## config.mk

```make
export PLATFORM = sky130hd
export DESIGN_NAME = port_bcd_display
export DESIGN_NICKNAME = d
export VERILOG_FILES = /design/src/rtl/port_bcd_display.sv
export SDC_FILE = /design/constraint.sdc
export NUM_CORES = 1
export LEC_CHECK = 0
export CAP_MARGIN = 10
export CORE_UTILIZATION = 47
export DETAILED_ROUTE_END_ITERATION = 10
export GPL_TIMING_DRIVEN = 0
export PLACE_DENSITY = 0.81
export SLEW_MARGIN = 10
export SYNTH_ARGS = -nofsm -noshare
export SYNTH_HDL_FRONTEND = slang
export SYNTH_SLANG_ARGS = --single-unit
```

## constraint.sdc

```tcl
create_clock -name clock -period 3.85 [get_ports clock]
set_input_delay 0.5775 -clock clock [delete_from_list [all_inputs] [get_ports clock]]
set_output_delay 0.5775 -clock clock [all_outputs]
set_load 0.005 [all_outputs]
```

## src/rtl/port_bcd_display.sv

```systemverilog
// port_bcd_display: registered six-digit seven-segment driver for a 32-bit CPU
// output port. A new word is captured whenever it differs from the last one.
// It is then converted to BCD serially, one bit per clock, and the segment
// registers are loaded once the conversion finishes. Words above 999999
// display as six dashes and raise overflow.
// Optional feature macro: PORT_DISPLAY_ZERO_BLANK_EN blanks leading zero digits.
module port_bcd_display #(
  parameter int unsigned SEG_ACTIVE_LOW = 1
) (
  input  logic        clock,
  input  logic        reset,
  input  logic [31:0] value,
  output logic [6:0]  hex0,
  output logic [6:0]  hex1,
  output logic [6:0]  hex2,
  output logic [6:0]  hex3,
  output logic [6:0]  hex4,
  output logic [6:0]  hex5,
  output logic        busy,
  output logic        overflow,
  output logic        update
);

`ifdef PORT_DISPLAY_ZERO_BLANK_EN
  localparam bit ZERO_BLANK = 1'b1;
`else
  localparam bit ZERO_BLANK = 1'b0;
`endif

  localparam logic [6:0] DASH_AL  = 7'b0111111;
  localparam logic [6:0] BLANK_AL = 7'b1111111;
  localparam logic [6:0] BLANK_PAT = (SEG_ACTIVE_LOW != 0) ? BLANK_AL : ~BLANK_AL;

  typedef enum logic [0:0] {IDLE, CONV} state_t;

  state_t           state_q;
  logic [31:0]      last_q;
  logic             start_q;
  logic             ovf_pend_q;
  logic [4:0]       cnt_q;
  logic [19:0]      opnd_q;
  // Only 23 bits are kept between steps. Any prefix of an operand no greater
  // than 999999 stays below 500000, so the top BCD bit is always zero until
  // the final shift, which is taken straight from bcd_d.
  logic [22:0]      bcd_q;
  logic [5:0][6:0]  hex_q;

  logic [22:0]      bcd_adj;
  logic [23:0]      bcd_d;
  logic [5:0]       lead_zero_d;
  logic [5:0][6:0]  seg_d;
  logic             capture_d;

  // Active-low segment pattern for one decimal digit.
  function automatic logic [6:0] enc_digit(input logic [3:0] d);
    case (d)
      4'd0:    enc_digit = 7'b1000000;
      4'd1:    enc_digit = 7'b1111001;
      4'd2:    enc_digit = 7'b0100100;
      4'd3:    enc_digit = 7'b0110000;
      4'd4:    enc_digit = 7'b0011001;
      4'd5:    enc_digit = 7'b0010010;
      4'd6:    enc_digit = 7'b0000010;
      4'd7:    enc_digit = 7'b1111000;
      4'd8:    enc_digit = 7'b0000000;
      4'd9:    enc_digit = 7'b0010000;
      default: enc_digit = BLANK_AL;
    endcase
  endfunction

  // Add-3 correction on the five low nibbles. The top nibble is never 5 or
  // more before a shift, so it passes through unchanged.
  genvar gi;
  generate
    for (gi = 0; gi < 5; gi++) begin : g_adj
      assign bcd_adj[gi*4 +: 4] = (bcd_q[gi*4 +: 4] >= 4'd5) ? bcd_q[gi*4 +: 4] + 4'd3
                                                            : bcd_q[gi*4 +: 4];
    end
  endgenerate
  assign bcd_adj[22:20] = bcd_q[22:20];
  assign bcd_d = {bcd_adj, opnd_q[19]};

  // Segment patterns for the finished conversion, with dash, blanking and
  // polarity applied.
  generate
    for (gi = 0; gi < 6; gi++) begin : g_seg
      logic [6:0] pat_al;
      if (gi == 0) begin : g_lsd
        assign lead_zero_d[gi] = 1'b0;
      end else begin : g_upper
        assign lead_zero_d[gi] = (bcd_d[23:gi*4] == '0);
      end
      assign pat_al = ovf_pend_q                     ? DASH_AL  :
                      (ZERO_BLANK && lead_zero_d[gi]) ? BLANK_AL :
                      enc_digit(bcd_d[gi*4 +: 4]);
      assign seg_d[gi] = (SEG_ACTIVE_LOW != 0) ? pat_al : ~pat_al;
    end
  endgenerate

  assign capture_d = (value != last_q) || start_q;

  // Capture/convert FSM; all outputs are registered here.
  always_ff @(posedge clock) begin
    if (reset) begin
      state_q    <= IDLE;
      last_q     <= '0;
      start_q    <= 1'b1;
      ovf_pend_q <= 1'b0;
      cnt_q      <= '0;
      opnd_q     <= '0;
      bcd_q      <= '0;
      hex_q      <= {6{BLANK_PAT}};
      busy       <= 1'b0;
      overflow   <= 1'b0;
      update     <= 1'b0;
    end else begin
      update <= 1'b0;
      case (state_q)
        IDLE: begin
          if (capture_d) begin
            last_q     <= value;
            start_q    <= 1'b0;
            ovf_pend_q <= (value > 32'd999999);
            opnd_q     <= (value > 32'd999999) ? 20'd0 : value[19:0];
            bcd_q      <= '0;
            cnt_q      <= '0;
            busy       <= 1'b1;
            state_q    <= CONV;
          end
        end
        CONV: begin
          bcd_q  <= bcd_d[22:0];
          opnd_q <= {opnd_q[18:0], 1'b0};
          cnt_q  <= cnt_q + 5'd1;
          if (cnt_q == 5'd19) begin
            hex_q    <= seg_d;
            overflow <= ovf_pend_q;
            update   <= 1'b1;
            busy     <= 1'b0;
            state_q  <= IDLE;
          end
        end
        default: state_q <= IDLE;
      endcase
    end
  end

  assign hex0 = hex_q[0];
  assign hex1 = hex_q[1];
  assign hex2 = hex_q[2];
  assign hex3 = hex_q[3];
  assign hex4 = hex_q[4];
  assign hex5 = hex_q[5];

endmodule

```

==> impl_results.md <==
* Run status: complete, no violations
* Drt via density at 5.58
* Number of nets in the final layout at 798
* Fin Clk Skew at 7.11 ps
* Clock power frac at 50.6%
* Number of standard cells in the layout, taps in and fillers out at 935
* Switch share at 21.5%
* Residual antenna-violating net count after detailed routing at 0
* Fin worst setup slack at 1390 ps
* Number of storage elements in the synthesis netlist at 128
* Maximum clock path buffer count at 2
* Combined global-route utilization of all metal layers at 23.7%
* Full die area at 0.0133 mm²
* Sequential fraction of the synthesis area at 42.3%
* Crit path capture type: flop
* YS warnings at 0
* Internal portion of total power at 2.47 mW
* Number of pins exceeding their max-slew limit in the final report at 0
* Max-slew headroom at 47.4%
* Grt ovf at 0
* Starting density of the core at 48.2%
* CTS tree: yes
* Placer Congestion at 0.851
* Average size of a mapped cell at 9.26 µm²
* Antenna cells at 0
* Number of optimization iterations in the first detailed-route pass at 5
* Die Y at 115 µm
* CP max stage delay at 680 ps
* Std cell rows at 41
* Required time of the critical path at 4160 ps
* Final total power at 3.15 mW
* Sinks on Clock Net at 128
* Final setup violating endpoints at 0
* Initial antenna violation count at 0
* Number of cells upsized or downsized after cts at 0
* Portion of total power attributed to combinational logic at 5.9%
* Slowest stage cell, crit path: sky130_fd_sc_hd__nor3_2
* DP Worst Slack at 961 ps
* Layout-stage area growth over the synthesis result at 26.0%
* Count of routing violations after the opening detailed-route iteration at 339
* P_sw at 676 µW
* Via count of the first global-routing pass at 5202
* Post-synthesis net count at 702
* Shortest clock period the worst path allows after layout at 2460 ps
* Cell family contributing the most delay on the critical path: simple AND/OR/NAND/NOR gates
* Ys async rst share at 0%
* End-of-flow core utilization at 60.7%
* Count of buffers inserted at the top-level ports at 77
* DIE WIDTH at 115 µm
* Total I/O pin count at 79
* Worst supply voltage drop on vdd at 0.000315 V
* Post-synthesis cell type count at 58
* Total standard cell area after synthesis at 0.00605 mm²
* Most used standard cell by instance count after synthesis: sky130_fd_sc_hd__dfxtp_1
* Maximum achievable frequency at 406 MHz
* Number of vias after detailed routing at 5214
* Sequential group share of total power at 43.5%
* Global-route wire length before repair at 24400 µm
* Post-CTS setup-driven buffer insertion count at 0
* Largest net degree at the start of global routing at 17
* Ratio of final minimum period to clock period at 63.9%
* Detailed-route wire length at 14800 µm
* CP cell instances: ha_1, nand4_2, nor3_2, o21ai_1, o32a_1
* Detail Placement HPWL at 10700 µm
* Top cell types by occurrence after synthesis: 128 x sky130_fd_sc_hd__dfxtp_1, 70 x sky130_fd_sc_hd__nor2_1, 62 x sky130_fd_sc_hd__nand2_1
* Power density relative to cell area at 413 mW/mm²
* CTS Root Cell: sky130_fd_sc_hd__clkbuf_16
* Area of the core at 0.0126 mm²
* Bufs and invs on worst path at 0
* Clock Latency Late Sink at 420 ps
* Top area cells in the synthesized netlist: sky130_fd_sc_hd__dfxtp_1 42%, sky130_fd_sc_hd__mux2i_1 6.8%, sky130_fd_sc_hd__nor2_1 4.3%, sky130_fd_sc_hd__nand2_1 3.8%, sky130_fd_sc_hd__xnor2_1 3.8%
* Total clock buffers created by CTS at 17
* Crit path DAT at 2770 ps
* CP Launch Type: flop
* Cell leakage power at 2.89 nW
* Number of failing hold endpoints at the final stage at 0
* Proportion of layout cells with a drive suffix above 1 at 8.13%
* Post-Synthesis Cells at 654
* Total of fill cells in the finished design at 1062
* Number of flops mapped to enable cells by yosys at 0
* Commonest register cell after synthesis: sky130_fd_sc_hd__dfxtp_1
* Number of cells after detailed placement at 903
* Least-Margin Pin Slew at 784 ps
* Share of the synthesized area in the top cell type at 42.3%
* Critical path peak fanout at 9
* DRC violations left at 0
* Routed len/inst at 15.8 µm
* Post-CTS clock slew at the launch and capture registers of the worst setup and hold paths at 50 ps
* Category of the critical setup timing path: reg -> reg
* Setup TNS Final at 0 ps
* Leading area contributor after synthesis: sky130_fd_sc_hd__dfxtp_1
* Number of max-capacitance violations reported at 0
* H-tree lvl count at 4
* Number of buffers added to fix hold violations after cts at 0
* Unrepaired setup endpoints after global routing: false
* Worst min-delay path class: reg -> reg
[layout make-up]
class / instances / area (µm²) / area share, %
Timing Repair Buffer: 77 / 771 / 10.1
Clock buffer: 27 / 513 / 6.73
Sequential cell: 128 / 2560 / 33.6
Clock inverter: 5 / 75.1 / 0.984
Inverter: 15 / 56.3 / 0.738
Buffer: 33 / 160 / 2.10
Multi-Input combinational cell: 478 / 3270 / 42.9
Tap cell: 172 / 215 / 2.82
[per-stage QoR]
stage / cell area, µm² / hold slack, ps
2_1_floorplan: 6050 / 427
3_3_place_gp: 7040 / 442
3_5_place_dp: 7040 / 451
4_1_cts: 7630 / 468
5_1_grt: 7630 / 482
6_report: 7630 / 467
[placed cells by master, fill, tap and decap left out, types with 16 or more instances in the layout]
master | synthesis | layout
sky130_fd_sc_hd__xnor2_1 | 26 | 26
sky130_fd_sc_hd__nand2_1 | 62 | 62
sky130_fd_sc_hd__mux2i_1 | 41 | 41
sky130_fd_sc_hd__xor2_1 | 21 | 21
sky130_fd_sc_hd__dfxtp_1 | 128 | 128
sky130_fd_sc_hd__nand3_1 | 29 | 29
sky130_fd_sc_hd__clkbuf_16 | 0 | 17
sky130_fd_sc_hd__o211ai_1 | 19 | 19
sky130_fd_sc_hd__a21oi_1 | 20 | 20
sky130_fd_sc_hd__o21ai_0 | 16 | 16
sky130_fd_sc_hd__clkbuf_1 | 19 | 24
sky130_fd_sc_hd__nand2b_1 | 18 | 18
sky130_fd_sc_hd__clkdlybuf4s50_1 | 0 | 77
sky130_fd_sc_hd__nor2_1 | 70 | 70
sky130_fd_sc_hd__o21ai_1 | 16 | 16
[logic make-up after synthesis]
logic type | after synthesis | synth area share (%)
buffers and inverters | 48 | 3.58
adders and majority gates | 14 | 2.89
AOI/OAI and AO/OA | 157 | 19.8
DFF | 128 | 42.3
xor gates and xnor gates | 47 | 6.80
and+or+nand+nor | 217 | 17.4
muxes | 43 | 7.15
[worst paths after layout]
kind	startpoint	to	slack (ps)	cells after the start
min reg2reg	hex0[2]	hex0[2]	470	1
max reg2reg	cnt_q[0]	hex3[0]	1390	5
max	cnt_q[0]	hex3[0]	1390	5
min	hex0[2]	hex0[2]	470	1
[routing by layer]
metal  track usage (%)  routed length (µm)  vias up
met3              5.13                 725       28
met4              10.9                 326        0
li1                  -                   -     2541
met1              26.8                6240     2498
met2              42.8                7500      147
met5                 0                   0        -
[power by group through the flow]
stage / Sequential, mW / Combinational, mW / Clock, mW
global placement: 1.39 / 0.179 / 0
CTS: 1.37 / 0.187 / 1.61
detailed placement: 1.40 / 0.184 / 0
finish: 1.37 / 0.186 / 1.59
floorplan: 1.39 / 0.105 / 0
global route: 1.37 / 0.202 / 1.67
[sequential cells by signal, indices dropped and copies added, names as in the netlist]
| name | count |
|---|---|
| bcd_q | 23 |
| busy | 1 |
| cnt_q | 5 |
| hex0 | 7 |
| hex1 | 7 |
| hex2 | 7 |
| hex3 | 7 |
| hex4 | 7 |
| hex5 | 7 |
| last_q | 32 |
| opnd_q | 20 |
| overflow | 1 |
| ovf_pend_q | 1 |
| start_q | 1 |
| state_q | 1 |
| update | 1 |
(Power assumes the default switching activity.)
==> edit, RTL diff (config.mk and constraints unchanged) <==
Register the output `hex3`, without a reset; this adds one clock of latency there. The other outputs are not delayed to match.
--- a/src/rtl/port_bcd_display.sv
+++ b/src/rtl/port_bcd_display.sv
@@ -149,5 +149,7 @@
   assign hex1 = hex_q[1];
   assign hex2 = hex_q[2];
-  assign hex3 = hex_q[3];
+  always_ff @(posedge clock) begin
+    hex3 <= hex_q[3];
+  end
   assign hex4 = hex_q[4];
   assign hex5 = hex_q[5];
Formal check against the unedited RTL: not equivalent (a bounded check fails within 4 cycles, from zero or initial values and one cycle with reset high).
==> edit against the original RTL <==
  * Sequential cell count up 7
  * Setup slack lost 0.35 ns
  * Wire length is 9.6% higher
  * Power is 4.3% higher
  * Core utilization up 0.26 points
  * Sequential power up 5%
  * Synthesized area rose by 8.3%
  * Design area grew 7.1%
  * Critical path depth is 3 higher
==> edit: results <==
[detailed_routing]
wl_met2_mm = 7.85
first_pass_iters = 7
wl_met3_um = 833
viasPerCell = 5.64
drt_iter0_drc = 495

[critical_path]
worstReg2RegStart = "cnt_q[0]"
r2r_slack_ns = 1.35
cp_max_fo = 10
crit_path_top_delay_cell = "nor4_1"
r2r-end = "hex1[0]"
rr_worst_depth = 6
cp.arrival_ns = 3.11

[placement]
place_ws_ns = 0.670
dp_hpwl_mm = 11.3
placed_cells = 1024
io_buffers = 78

[logic_synthesis]
synth_cells = 770
synth_compound_area_share_pct = 20.9
synth_xor_area_share_pct = 6.14
synthMuxAreaShare_pct = 2.42
ys_top_cells_by_count = "dfxtp_1, nand2_1, a21oi_1"
ys_seq_area_share_pct = 41.2
synth_fa_ha_area_share_pct = 2.67
synthTopCellsByArea = "dfxtp_1, a21oi_1, xnor2_1"

[power]
p_int_w = 0.00255
vdd_drop_max_mv = 0.304
seq_power_share_pct = 43.9

[worst_hold_path]
holdPathEnd = "hex3[1]"
hold_start = "hex_q[22]"
whs_path_depth = 0

[layout]
nNetsFinal = 915
layout-drive-gt1-share_pct = 11.3
fillers = 1161
layout.cells.non_filler = 1056
multi_input_area_sq_um = 3310

[sta]
fin_skew_ns = 0.00856
relSlewSlack_pct = 49.4
whs_ns = 0.348

[grt]
grt_use_total_pct = 22.9
grt_pass1_wl_mm = 26.1
met2_usage_pct = 38.3
grt_pass1_vias = 5493
grt_use_met3_pct = 4.85
grt_use_met1_pct = 28.1

[status]
status = "completed"
-- edit: changes by cell type in the layout (fill, tap and decap cells not counted), sizes merged, moves of 13 or more --
| cell | unedited run | this run |
|---|---|---|
| nor2 | 71 | 51 |
| nand3 | 30 | 50 |
| nand2 | 62 | 78 |
| xnor2 | 26 | 39 |
| nand4 | 5 | 28 |
| mux2i | 41 | 8 |
| buf | 14 | 51 |
| o211ai | 19 | 3 |
| xor2 | 21 | 7 |
| a21oi | 25 | 76 |
| o21ai | 32 | 55 |
-- edit: how the worst max path moves through the flow --
stage / startpoint / endpoint / slack [ns] / depth (start not counted)
6_report: value[30] / last_q[18] / 1.03 / 8
5_1_grt: value[16] / last_q[3] / 0.87 / 8
4_1_cts: value[30] / last_q[5] / 1.05 / 8
3_5_place_dp: value[30] / last_q[5] / 0.67 / 8
3_3_place_gp: value[30] / last_q[20] / 0.70 / 8
2_1_floorplan: bcd_q[1] / hex0[6] / 1.84 / 9
-- edit: cells by family after synthesis --
| kind of cell | after synthesis |
|---|---|
| simple gates | 254 |
| compound gates | 211 |
| flops | 135 |
| buf+inv | 95 |
| xor+xnor | 46 |
| mux | 15 |
| fa+ha+maj | 14 |
-- edit: worst register-to-register path, cell delays in order, from the launching register on --
cell and delay (ns):
dfxtp_1 0.37, ha_1 0.23, nand4_1 0.33, nor3_1 0.52
clkbuf_1 0.48, o21ai_0 0.24, o22a_1 0.22
-- edit: cell type report --
class | count | share of cell area [%]
multi-input combinational | 540 | 40.5
inverter | 15 | 0.689
buffer | 80 | 5.98
timing repair buffer | 78 | 9.56
tap | 176 | 2.70
clock inverter | 12 | 1.85
sequential | 135 | 33.1
clock buffer | 20 | 5.59
